$ cat src/rtl/sr_reg_pkg.sv
`default_nettype none
// ============================================================================
// Module  : sr_reg_pkg
// Purpose : Shared types and next-state helper for the sr_reg_bank set/reset
//           storage channels.
// Contents:
//   sr_mode_e - conflict resolution mode applied when S=R=1
//               (HOLD, SET_DOM, RST_DOM, TOGGLE)
//   sr_next   - next value of one channel from its s, r, current q and mode
// Revision: 1.0 - initial release
// ============================================================================
package sr_reg_pkg;

   typedef enum logic [1:0] {
      SR_HOLD    = 2'b00,
      SR_SET_DOM = 2'b01,
      SR_RST_DOM = 2'b10,
      SR_TOGGLE  = 2'b11
   } sr_mode_e;

   // Next stored value for a single channel. The S=R=1 case is resolved by
   // mode, so a channel always has a defined next state.
   function automatic logic sr_next(
      input logic     s,
      input logic     r,
      input logic     q,
      input sr_mode_e mode
   );
      logic nq;
      case ({s, r})
         2'b00:   nq = q;
         2'b10:   nq = 1'b1;
         2'b01:   nq = 1'b0;
         default: begin
            case (mode)
               SR_HOLD:    nq = q;
               SR_SET_DOM: nq = 1'b1;
               SR_RST_DOM: nq = 1'b0;
               SR_TOGGLE:  nq = ~q;
               default:    nq = q;
            endcase
         end
      endcase
      return nq;
   endfunction

endpackage
`default_nettype wire

$ cat src/rtl/sr_sync2.sv
`default_nettype none
// ============================================================================
// Module  : sr_sync2
// Purpose : W-bit two-flop synchronizer, both stages reset to 0.
// Ports   :
//   clk   in  1  rising-edge clock
//   rst_n in  1  asynchronous active-low reset
//   d     in  W  asynchronous input bits
//   q     out W  synchronized bits (two clk edges after d)
// Revision: 1.0 - initial release
// ============================================================================
module sr_sync2 #(
   parameter int W = 1
) (
   input  logic         clk,
   input  logic         rst_n,
   input  logic [W-1:0] d,
   output logic [W-1:0] q
);

   logic [W-1:0] meta_q;
   logic [W-1:0] sync_q;

   always_ff @(posedge clk or negedge rst_n) begin
      if (!rst_n) begin
         meta_q <= '0;
         sync_q <= '0;
      end else begin
         meta_q <= d;
         sync_q <= meta_q;
      end
   end

   assign q = sync_q;

endmodule
`default_nettype wire

$ cat src/rtl/sr_reg_bank.sv
`default_nettype none
// ============================================================================
// Module  : sr_reg_bank
// Purpose : Bank of N independent clocked set/reset storage channels with
//           mode-selectable S=R=1 resolution, registered rise/fall pulses,
//           sticky per-channel conflict flags and a shared saturating
//           conflict counter.
// Config  : define SR_REG_BANK_SYNC_EN to pass s, r and flag_clr through a
//           2-flop synchronizer (adds 2 cycles of latency to those inputs;
//           mode and cnt_clr are used directly).
// Ports   :
//   clk           in  1      rising-edge clock
//   rst_n         in  1      asynchronous active-low reset
//   s             in  N      per-channel set request
//   r             in  N      per-channel reset request
//   mode          in  2      S=R=1 resolution (00 HOLD,01 SET,10 RST,11 TGL)
//   flag_clr      in  N      write-1-to-clear for conflict_flag
//   cnt_clr       in  1      synchronous clear of conflict_cnt
//   q             out N      stored channel values
//   qn            out N      ~q
//   q_rise        out N      one-cycle pulse on a 0->1 change of q
//   q_fall        out N      one-cycle pulse on a 1->0 change of q
//   conflict_flag out N      sticky S=R=1 indicator per channel
//   conflict_cnt  out CNT_W  saturating count of cycles with any conflict
// Revision: 1.0 - initial release
// ============================================================================
module sr_reg_bank
   import sr_reg_pkg::*;
#(
   parameter int           N       = 8,
   parameter logic [N-1:0] RST_VAL = {N{1'b0}},
   parameter int           CNT_W   = 8
) (
   input  logic             clk,
   input  logic             rst_n,
   input  logic [N-1:0]     s,
   input  logic [N-1:0]     r,
   input  logic [1:0]       mode,
   input  logic [N-1:0]     flag_clr,
   input  logic             cnt_clr,
   output logic [N-1:0]     q,
   output logic [N-1:0]     qn,
   output logic [N-1:0]     q_rise,
   output logic [N-1:0]     q_fall,
   output logic [N-1:0]     conflict_flag,
   output logic [CNT_W-1:0] conflict_cnt
);

   // ---------------------------------------------------------------------
   // Input conditioning
   // ---------------------------------------------------------------------
   logic [N-1:0] s_use;
   logic [N-1:0] r_use;
   logic [N-1:0] clr_use;

`ifdef SR_REG_BANK_SYNC_EN
   logic [3*N-1:0] sync_out;

   sr_sync2 #(
      .W (3*N)
   ) u_sync (
      .clk   (clk),
      .rst_n (rst_n),
      .d     ({s, r, flag_clr}),
      .q     (sync_out)
   );

   assign s_use   = sync_out[3*N-1:2*N];
   assign r_use   = sync_out[2*N-1:N];
   assign clr_use = sync_out[N-1:0];
`else
   assign s_use   = s;
   assign r_use   = r;
   assign clr_use = flag_clr;
`endif

   sr_mode_e mode_e;
   assign mode_e = sr_mode_e'(mode);

   // ---------------------------------------------------------------------
   // Channel array
   // ---------------------------------------------------------------------
   logic [N-1:0] q_q,    q_d;
   logic [N-1:0] rise_q, rise_d;
   logic [N-1:0] fall_q, fall_d;
   logic [N-1:0] flag_q, flag_d;
   logic [N-1:0] conflict;

   for (genvar i = 0; i < N; i++) begin : g_chan
      assign conflict[i] = s_use[i] & r_use[i];
      assign q_d[i]      = sr_next(s_use[i], r_use[i], q_q[i], mode_e);
      // Pulses are derived from the next value so they register on the same
      // edge as q and line up with the changed q.
      assign rise_d[i]   = q_d[i] & ~q_q[i];
      assign fall_d[i]   = ~q_d[i] & q_q[i];
      // A new conflict takes precedence over a clear on the same edge.
      assign flag_d[i]   = conflict[i] | (flag_q[i] & ~clr_use[i]);
   end

   // ---------------------------------------------------------------------
   // Shared conflict counter
   // ---------------------------------------------------------------------
   logic             any_conflict;
   logic [CNT_W-1:0] cnt_q, cnt_d;

   assign any_conflict = |conflict;

   always_comb begin
      cnt_d = cnt_q;
      if (cnt_clr) begin
         // Clear still counts a conflict seen on the same edge.
         cnt_d = any_conflict ? CNT_W'(1) : '0;
      end else if (any_conflict && (cnt_q != {CNT_W{1'b1}})) begin
         cnt_d = cnt_q + CNT_W'(1);
      end
   end

   // ---------------------------------------------------------------------
   // State
   // ---------------------------------------------------------------------
   always_ff @(posedge clk or negedge rst_n) begin
      if (!rst_n) begin
         q_q    <= RST_VAL;
         rise_q <= '0;
         fall_q <= '0;
         flag_q <= '0;
         cnt_q  <= '0;
      end else begin
         q_q    <= q_d;
         rise_q <= rise_d;
         fall_q <= fall_d;
         flag_q <= flag_d;
         cnt_q  <= cnt_d;
      end
   end

   assign q             = q_q;
   assign qn            = ~q_q;
   assign q_rise        = rise_q;
   assign q_fall        = fall_q;
   assign conflict_flag = flag_q;
   assign conflict_cnt  = cnt_q;

endmodule
`default_nettype wire
$ cat config.mk
export PLATFORM = sky130hd
export DESIGN_NAME = sr_reg_bank
export DESIGN_NICKNAME = d
export VERILOG_FILES = /design/src/rtl/sr_reg_pkg.sv /design/src/rtl/sr_sync2.sv /design/src/rtl/sr_reg_bank.sv
export SDC_FILE = /design/constraint.sdc
export NUM_CORES = 1
export LEC_CHECK = 0
export CAP_MARGIN = 20
export CELL_PAD_IN_SITES_DETAIL_PLACEMENT = 0
export CELL_PAD_IN_SITES_GLOBAL_PLACEMENT = 1
export CORE_ASPECT_RATIO = 1.5
export CORE_MARGIN = 2
export CORE_UTILIZATION = 26
export DETAILED_ROUTE_END_ITERATION = 10
export GPL_TIMING_DRIVEN = 0
export PLACE_DENSITY = 0.75
export SYNTH_ARGS = -nofsm -noshare
export SYNTH_HDL_FRONTEND = slang
export SYNTH_HIERARCHICAL = 1
export SYNTH_SLANG_ARGS = --single-unit
$ cat constraint.sdc
create_clock -name clk -period 1.6 [get_ports clk]
set_clock_uncertainty 0.15 [all_clocks]
set_input_delay 0.24 -clock clk [delete_from_list [all_inputs] [get_ports clk]]
set_output_delay 0.24 -clock clk [all_outputs]
set_load 0.01 [all_outputs]
After elaboration in Yosys (flattened, before gate mapping)
Index checks and enable logic that the tools add are counted.

storage, ports and cells
  register bits = 40
  bits of input ports = 29
  word-level logic and storage cells = 122
  bits in read-only memories = 0
  bits in writable memories = 0
  memories = 0
  output and inout port bits = 48
  latch bits = 0

cells by class
  multipliers = 0
  shift operators = 0
  equal/unequal tests = 20
  bitwise operators = 65
  divide/modulo/power cells = 0
  reductions and logical operators = 12
  multiplexer cells = 19
  order comparisons = 0
  $add $sub $neg = 1

operators by type and width
  cell                                                                   number
  1-bit bitwise AND                                                      32
  1-bit one-hot mux with 4 select lines                                  8
  1-bit inverter                                                         24
  1-bit one-hot mux with 3 select lines                                  8
  2-bit equality test, second input constant                             10
  2-bit by 1-bit equality test with 1-bit output, second input constant  9
  2-bit logical NOT                                                      9
  8-bit 2-to-1 mux                                                       2
  8-bit by 1-bit adder with 8-bit output, second input constant          1
  8-bit inequality test, second input constant                           1
  8-bit inverter                                                         1
  1-bit bitwise OR                                                       8
  8-bit OR reduction                                                     1
  2-bit nonzero test                                                     1
  1-bit logical AND                                                      1
  1-bit 2-to-1 mux                                                       1

Logic depth before layout (Yosys ltp)
Gate-level depths: netlist of run 1.

  depth after elaboration = 5
  gate-level depth with buffers = 7
  gate-level depth less buffers = 6

Least setup slack after synthesis of run 1
Ideal clock, no wire load.

  path kind = register to register
  start point = register cnt_q[0], in the netlist conflict_cnt[0]
  end point = register cnt_q[1], in the netlist conflict_cnt[1]
  path buffers = 1
  period minus slack after synthesis = 1.763 ns
  required time = 1.321 ns
  arrival time = 1.484 ns
  setup slack = -0.163 ns
  cell stages (with the launch flop) = 8
  setup time = 0.129 ns
  path through = dfrtp_1 ha_1 nand2_1 or3_1 o21ai_2 buf_6 mux2i_1 nor2_1

between the ends
  word-level cells in the longest chain between the ends = 3
  elaborated cells on any way between the ends = 6
  those cells by class = 1 x add/sub; 1 x eq/ne; 2 x mux; 2 x reduce/logical

ends and longest elaborated chain
  item                                                                             RTL line                                text
  start, declared                                                                  sr_reg_bank.sv:104                      logic [CNT_W-1:0] cnt_q, cnt_d;
  start signal, assigned                                                           sr_reg_bank.sv:133                      cnt_q <= cnt_d;
  8-bit by 1-bit adder with 8-bit output or 8-bit inequality test (tied branches)  sr_reg_bank.sv:114, sr_reg_bank.sv:113
  8-bit 2-to-1 mux or 1-bit logical AND (tied branches)                            sr_reg_bank.sv:113                      end else if (any_conflict && (cnt_q != {CNT_W{1'b1}})) begin
  8-bit 2-to-1 mux or 2-bit nonzero test (tied branches)                           -

Parallel ways exist; a longest one is shown, timed or not. The select of a mux whose other input is x is not followed.
A chain may end at the register's enable or synchronous reset.

Final worst setup path of run 1
  start point = register cnt_q[1], in the netlist conflict_cnt[1]
  end point = register cnt_q[1], in the netlist conflict_cnt[1]

The elaborated chain is that of the path after synthesis.

==> flow_metrics.py, run 1 <==
metrics = {
    "run_status": {
        "outcome": "finished with violations",
        "failing_checks": "setup timing",
    },
    "floorplanning": {
        "fp.dieArea_um2": 7014,
        "die_height_um": 101.6,
        "fp-row-count": 35,
        "coreArea_um2": 6131,
        "initial_utilization_pct": 26.92,
        "dieWidth_um": 69.05,
        "ports_placed_on_the_boundary": 77,
    },
    "sta": {
        "setup_total_negative_slack_ns": -0.5460,
        "postLayoutSetupSlackWorst_ns": -0.1115,
        "max_clock_freq_mhz": 584.3,
        "hold_slack_ns": 0.1273,
        "layout_min_cycle_time_ns": 1.712,
        "final-max-slew-violation-count": 0,
        "slew-limit-headroom_pct": 72.12,
        "hold_viol": 0,
        "grt_setup_unrepaired": "true",
        "worst_slew_pin_slew_ns": 0.4182,
        "min_period_over_period_pct": 107.0,
        "setup-violations-final": 6,
    },
    "route": {
        "drc_errors": 0,
        "firstDrtPassIters": 4,
        "avgViaCountPerCell": 4.402,
        "vias_post_dr": 1501,
        "wire_per_inst_um": 12.68,
        "antenna_violating_nets_post_route": 0,
        "final_routed_wirelength_across_all_metal_layers_um": 4323,
        "drt_iter0_markers": 43,
    },
    "grt": {
        "grt_usage_pct": 12.92,
        "grt_max_degree": 38,
        "first_global_vias": 1522,
        "antenna_violations_before_repair": 0,
        "grt-ovfl-total": 0,
        "global_route_wire_length_before_repair_um": 7031,
    },
    "logic_synthesis": {
        "most_used_flip_flop_cell_after_synthesis": "dfrtp_1",
        "synthDominantCellAreaShare_pct": 60.65,
        "synth_edf_count": 0,
        "synth.top_cells.by_count": "dfrtp_1 (40), nand2_1 (27), inv_1 (17), a21oi_1 (16), nor2_1 (14)",
        "synth_area_per_cell_um2": 9.765,
        "synth-warning-count": 6,
        "netlist_top_cells_area": "dfrtp_1 (61%), nand2_1 (6.1%), a21oi_1 (4.9%), inv_1 (3.9%), nor2_1 (3.2%)",
        "asyncSetResetFlopFracSynth_pct": 100.0,
        "number_of_library_cell_types_mapped_by_synthesis": 25,
        "syn-num-nets": 199,
        "post_synthesis_instance_area_um2": 1650,
        "ys_seq_elements": 40,
        "synth-seq-area-share_pct": 60.65,
        "synthCells": 169,
        "synthDominantAreaCellType": "dfrtp_1",
        "yosysMostFrequentCell": "dfrtp_1",
    },
    "layout": {
        "fin_cells": 341,
        "final_net_count": 296,
        "n_antenna_cell": 0,
        "area.growth.synth_to_final_pct": 65.66,
        "final_design_area_no_fill_um2": 2734,
        "fillers": 620,
        "layout-drive-gt1-share_pct": 13.11,
    },
    "worst_setup_path": {
        "worst-endpoint-arrival_ns": 1.73,
        "reg2reg_to": "conflict_cnt[1]",
        "cp_max_fo": 5,
        "reg2reg_depth": 7,
        "critical_path_class": "reg2reg",
        "setup.worst_path.end_class": "flop",
        "critical_path_required_ns": 1.62,
        "setup.worst_path.start_class": "flop",
        "rrSetupSlack_ns": -0.11,
        "critical_path.reg2reg.startpoint": "conflict_cnt[1]",
    },
    "place": {
        "placed_cells_incl_taps": 318,
        "placedInstanceArea_um2": 2502,
        "gp_routability_congestion": 0.7382,
        "dp_hpwl_um": 3115,
        "io_buffers": 74,
    },
    "pwr": {
        "p_leak_nw": 1.376,
        "pwr_density_cell_nw_per_um2": 948.0,
        "worst_ir_drop_vdd_mv": 0.6422,
    },
    "min_path": {
        "hold_path_class": "in2async",
    },
    "job": {
        "drv.max_cap_violation_count": 0,
    },
    "clock_tree": {
        "clk_transition_reported_paths_ns": 0.08,
        "cts_made_buffers": 5,
        "htreeDepth": 2,
        "clock_tree.root_cell": "clkbuf_8",
        "clk_latency_ns": 0.29,
        "clk_path_buf_depth": 2,
        "cts.sinks": 40,
        "tritoncts": "yes",
    },
}
-- flip-flops by register name, summed over array words and instances, names as in the netlist --
name / flops
q_fall: 8
q: 8
conflict_cnt: 8
q_rise: 8
conflict_flag: 8
-- where the power goes --
part	total, W	switching [W]	internal [W]	leakage (nW)
Combinational	0.000620	0.000287	0.000333	0.817
Clock	0.000805	0.000342	0.000463	0.0552
Sequential	0.00117	0.0000580	0.00111	0.503
-- worst max-delay path, stage by stage, from the launching register on --
cell and delay [ns]:
dfrtp_1 0.41, ha_4 0.17, nand2_2 0.06, or3_4 0.34
o21ai_4 0.08, buf_6 0.14, mux2i_1 0.19, nor2_1 0.05
-- metrics by stage --
step / util (%) / setup slack, ns / power (W)
floorplan: - / -0.1078 / 0.001402
global placement: 40.57 / -1.074 / 0.001788
global route: 44.59 / -0.2175 / 0.002748
finish: 44.59 / -0.1115 / 0.002592
CTS: 44.12 / -0.1244 / 0.002633
detailed placement: 40.82 / -0.3877 / 0.001799
-- how the worst max path moves through the flow --
stage / cells after the start / end / slack [ns] / start
after floorplan: 7 / conflict_cnt[1] / -0.11 / conflict_cnt[1]
after global placement: 1 / conflict_cnt[0] / -1.07 / rst_n
after detailed placement: 7 / conflict_cnt[2] / -0.39 / s[4]
after CTS: 6 / conflict_cnt[1] / -0.12 / conflict_cnt[3]
after global routing: 7 / conflict_cnt[1] / -0.22 / conflict_cnt[1]
final: 7 / conflict_cnt[1] / -0.11 / conflict_cnt[1]
-- routing by layer --
metal,global-route usage [%],share of wire [%],vias to the layer above
li1,-,-,750
met1,13.10,37,696
met2,24.19,54,50
met3,4.876,7.4,5
met4,4.525,1.6,0
met5,0,0,-
-- cell families (layout without fill, tap and decap cells) --
kind of cell	count (synthesis)	count (layout)	share of synthesized area, %
compound gates	37	37	12.05
fa+ha+maj	1	1	0.7580
buf+inv	20	118	5.003
flops	40	40	60.65
mux	3	3	1.820
simple gates	68	68	19.71
-- cell usage in the layout, fill, tap and decap left out, types with 2 or more instances in the layout --
cell	n
nor2_1	14
or3_1	3
clkbuf_1	2
and3_1	6
dlygate4sd2_1	24
dfrtp_2	2
dlymetal6s2s_1	8
nand4_1	2
nand2b_1	7
buf_2	2
mux2i_1	3
dfrtp_1	38
clkdlybuf4s50_1	39
buf_4	13
and2_1	2
o21ai_1	7
o211ai_1	3
inv_1	17
clkbuf_2	2
a21oi_1	16
nand2_1	24
o21ai_0	9
clkbuf_8	5
nand2_2	3
nand3_1	2
-- what timing repair did --
item	CTS	global route
endpoints found under the setup margin	32	15
pin swaps	0	1
resized for setup	29	16
setup buffers	13	0
endpoints found under the hold margin	40	0
hold buffers	1	0
gates cloned	1	0
-- layout make-up --
type | count | area (µm²) | share of cell area [%]
clock inverters | 2 | 35.03 | 1.281
inverters | 17 | 63.81 | 2.334
repair buffers | 90 | 848.3 | 31.03
plain buffers | 3 | 18.77 | 0.6865
multi-input cells | 109 | 599.3 | 21.92
clock buffers | 6 | 72.57 | 2.654
flip-flops and latches | 40 | 1003 | 36.70
well taps | 74 | 92.59 | 3.387
(Power assumes the default switching activity.)
==> run 2, diff against run 1 <==
ABC_AREA = 0   (was default)
RECOVER_POWER = 25   (was default)
==> run 2 against run 1 <==
  * The flow still finishes with violations (setup timing)
  * Critical path type is now in2reg
  * Sequential power about the same
  * Register-to-register slack about the same
  * Sequential share of layout area up 0.19 points
  * Worst setup slack worse by 0.0086 ns
  * Non-clock buffer count unchanged
  * Flip-flop and latch count unchanged
  * Critical path depth unchanged
  * Hold slack better by 0.0071 ns
  * Routed wire length up 0.86%
  * Global-route usage unchanged
  * Via count up 0.67%
  * Total power down 0.20%
==> flow_metrics.py, run 2 (synthesized netlist as in run 1, its figures left out) <==
metrics = {
    "sta": {
        "worst_slew_pin_slew_ns": 0.5173,
        "hold_viol": 0,
        "grt_setup_unrepaired": "true",
        "slew-limit-headroom_pct": 65.51,
        "setup_total_negative_slack_ns": -0.5537,
        "final-max-slew-violation-count": 0,
        "max_clock_freq_mhz": 581.3,
        "layout_min_cycle_time_ns": 1.720,
        "postLayoutSetupSlackWorst_ns": -0.1202,
        "setup-violations-final": 6,
        "min_period_over_period_pct": 107.5,
    },
    "min_path": {
        "hold_path_class": "in2async",
    },
    "worst_setup_path": {
        "slowest_delay_ns": 0.52,
        "setup.worst_path.end_class": "flop",
        "worst_path_max_delay_cell": "clkdlybuf4s50_1",
        "cp_max_fo": 5,
        "setup.worst_path.start_class": "input port",
        "critical_path_class": "in2reg",
        "critical_path_required_ns": 1.67,
        "worst-endpoint-arrival_ns": 1.79,
        "cp_cell_sequence": "clkdlybuf4s50_1 > nand2_1 > nand4_1 > o21ai_4 > buf_6 > or3_1 > a21oi_1",
    },
    "grt": {
        "global_route_wire_length_before_repair_um": 7031,
        "grt_usage_pct": 12.92,
        "first_global_vias": 1522,
        "antenna_violations_before_repair": 0,
        "grt-ovfl-total": 0,
        "grt_max_degree": 38,
    },
    "run_status": {
        "failing_checks": "setup timing",
        "outcome": "finished with violations",
    },
    "route": {
        "drt_iter0_markers": 28,
        "final_routed_wirelength_across_all_metal_layers_um": 4360,
        "drc_errors": 0,
        "avgViaCountPerCell": 4.431,
        "vias_post_dr": 1511,
        "antenna_violating_nets_post_route": 0,
        "firstDrtPassIters": 4,
        "wire_per_inst_um": 12.79,
    },
    "floorplanning": {
        "die_height_um": 101.6,
        "ports_placed_on_the_boundary": 77,
        "initial_utilization_pct": 26.92,
        "fp.dieArea_um2": 7014,
        "dieWidth_um": 69.05,
        "fp-row-count": 35,
        "coreArea_um2": 6131,
    },
    "pwr": {
        "fin_total_pwr_w": 0.002587,
        "comb_power_share_pct": 23.8,
        "p_seq_share_pct": 45.1,
        "power.share.clock_pct": 31.1,
        "pwr_density_cell_nw_per_um2": 950.9,
        "p_leak_nw": 1.368,
        "netSwitchingPower_w": 0.0006862,
        "worst_ir_drop_vdd_mv": 0.6393,
        "p_int_w": 0.001900,
        "power.switching_fraction_pct": 26.53,
    },
    "place": {
        "io_buffers": 74,
        "dp_hpwl_um": 3115,
        "placed_cells_incl_taps": 318,
        "gp_routability_congestion": 0.7382,
    },
    "clock_tree": {
        "cts.sinks": 40,
        "tritoncts": "yes",
        "clk_path_buf_depth": 2,
        "cts_made_buffers": 5,
        "clk_transition_reported_paths_ns": 0.08,
        "htreeDepth": 2,
        "clock_tree.root_cell": "clkbuf_8",
        "clk_latency_ns": 0.29,
    },
    "layout": {
        "most_common_library_cell_in_the_layout_ignoring_fill_and_taps": "clkdlybuf4s50_1",
        "most-common-layout-cells": "clkdlybuf4s50_1 (39), dfrtp_1 (38), nand2_1 (24), dlygate4sd2_1 (24), inv_1 (17)",
        "layout-drive-gt1-share_pct": 12.73,
        "area.growth.synth_to_final_pct": 64.82,
        "fin_cells": 341,
        "final_net_count": 296,
        "n_antenna_cell": 0,
    },
    "job": {
        "drv.max_cap_violation_count": 0,
    },
}
run 2: layer usage:
metal,part of all wire (%),GRT usage [%],up-vias,wire (µm)
met4,1.5,4.525,0,67
met2,54,24.19,52,2370
li1,-,-,751,-
met3,7.4,4.876,5,321
met5,0,0,-,0
met1,37,13.10,703,1600
run 2: final cells by class:
type                       count  area (µm²)
fill                         621        3411
sequential                    40        1003
timing repair buffer          90       834.6
multi-input combinational    109       599.3
tap                           74       92.59
clock buffer                   6       72.57
inverter                      17       63.81
clock inverter                 2       35.03
buffer                         3       18.77
run 2: per-stage QoR:
step	hold WS (ns)	setup WS, ns	instance area [µm²]	util, %
CTS	0.1183	-0.1244	2705	44.12
detailed placement	-0.09446	-0.3877	2502	40.82
global placement	0.3707	-1.074	2487	40.57
floorplan	-0.2056	-0.1078	1654	-
global route	0.1538	-0.2175	2720	44.37
finish	0.1345	-0.1202	2720	44.37
run 2: power by group through the flow:
stage	sequential (W)	combinational, W	clock (W)
2_1_floorplan	0.00124	0.000164	0
3_3_place_gp	0.00120	0.000592	0
3_5_place_dp	0.00120	0.000603	0
4_1_cts	0.00117	0.000629	0.000836
5_1_grt	0.00118	0.000674	0.000888
6_report	0.00117	0.000617	0.000803
run 2: final timing paths:
path,endpoint,start,cells after the start,slack [ns]
hold / removal,q[3],rst_n,2,0.13
min in group clk,conflict_flag[1],s[1],3,0.15
setup / recovery,conflict_cnt[2],s[2],7,-0.12
setup reg to reg,conflict_cnt[2],conflict_cnt[0],7,-0.11
hold reg to reg,conflict_flag[3],conflict_flag[3],2,0.39
max in group asynchronous,conflict_cnt[3],rst_n,3,0.37
run 2: what timing repair did:
item / CTS / global route
setup endpoints to repair: 32 / 15
pin swaps: 0 / 1
gates cloned: 1 / 0
resized for setup: 29 / 16
setup buffers: 13 / 0
hold buffers: 1 / 0
hold endpoints to repair: 40 / 0
run 2: worst max-delay path: cells and delay by family:
kind | cells | cell delay (ns)
buffers and inverters | 2 | 0.65
AND/OR/NAND/NOR | 3 | 0.65
AO/OA/AOI/OAI | 2 | 0.25
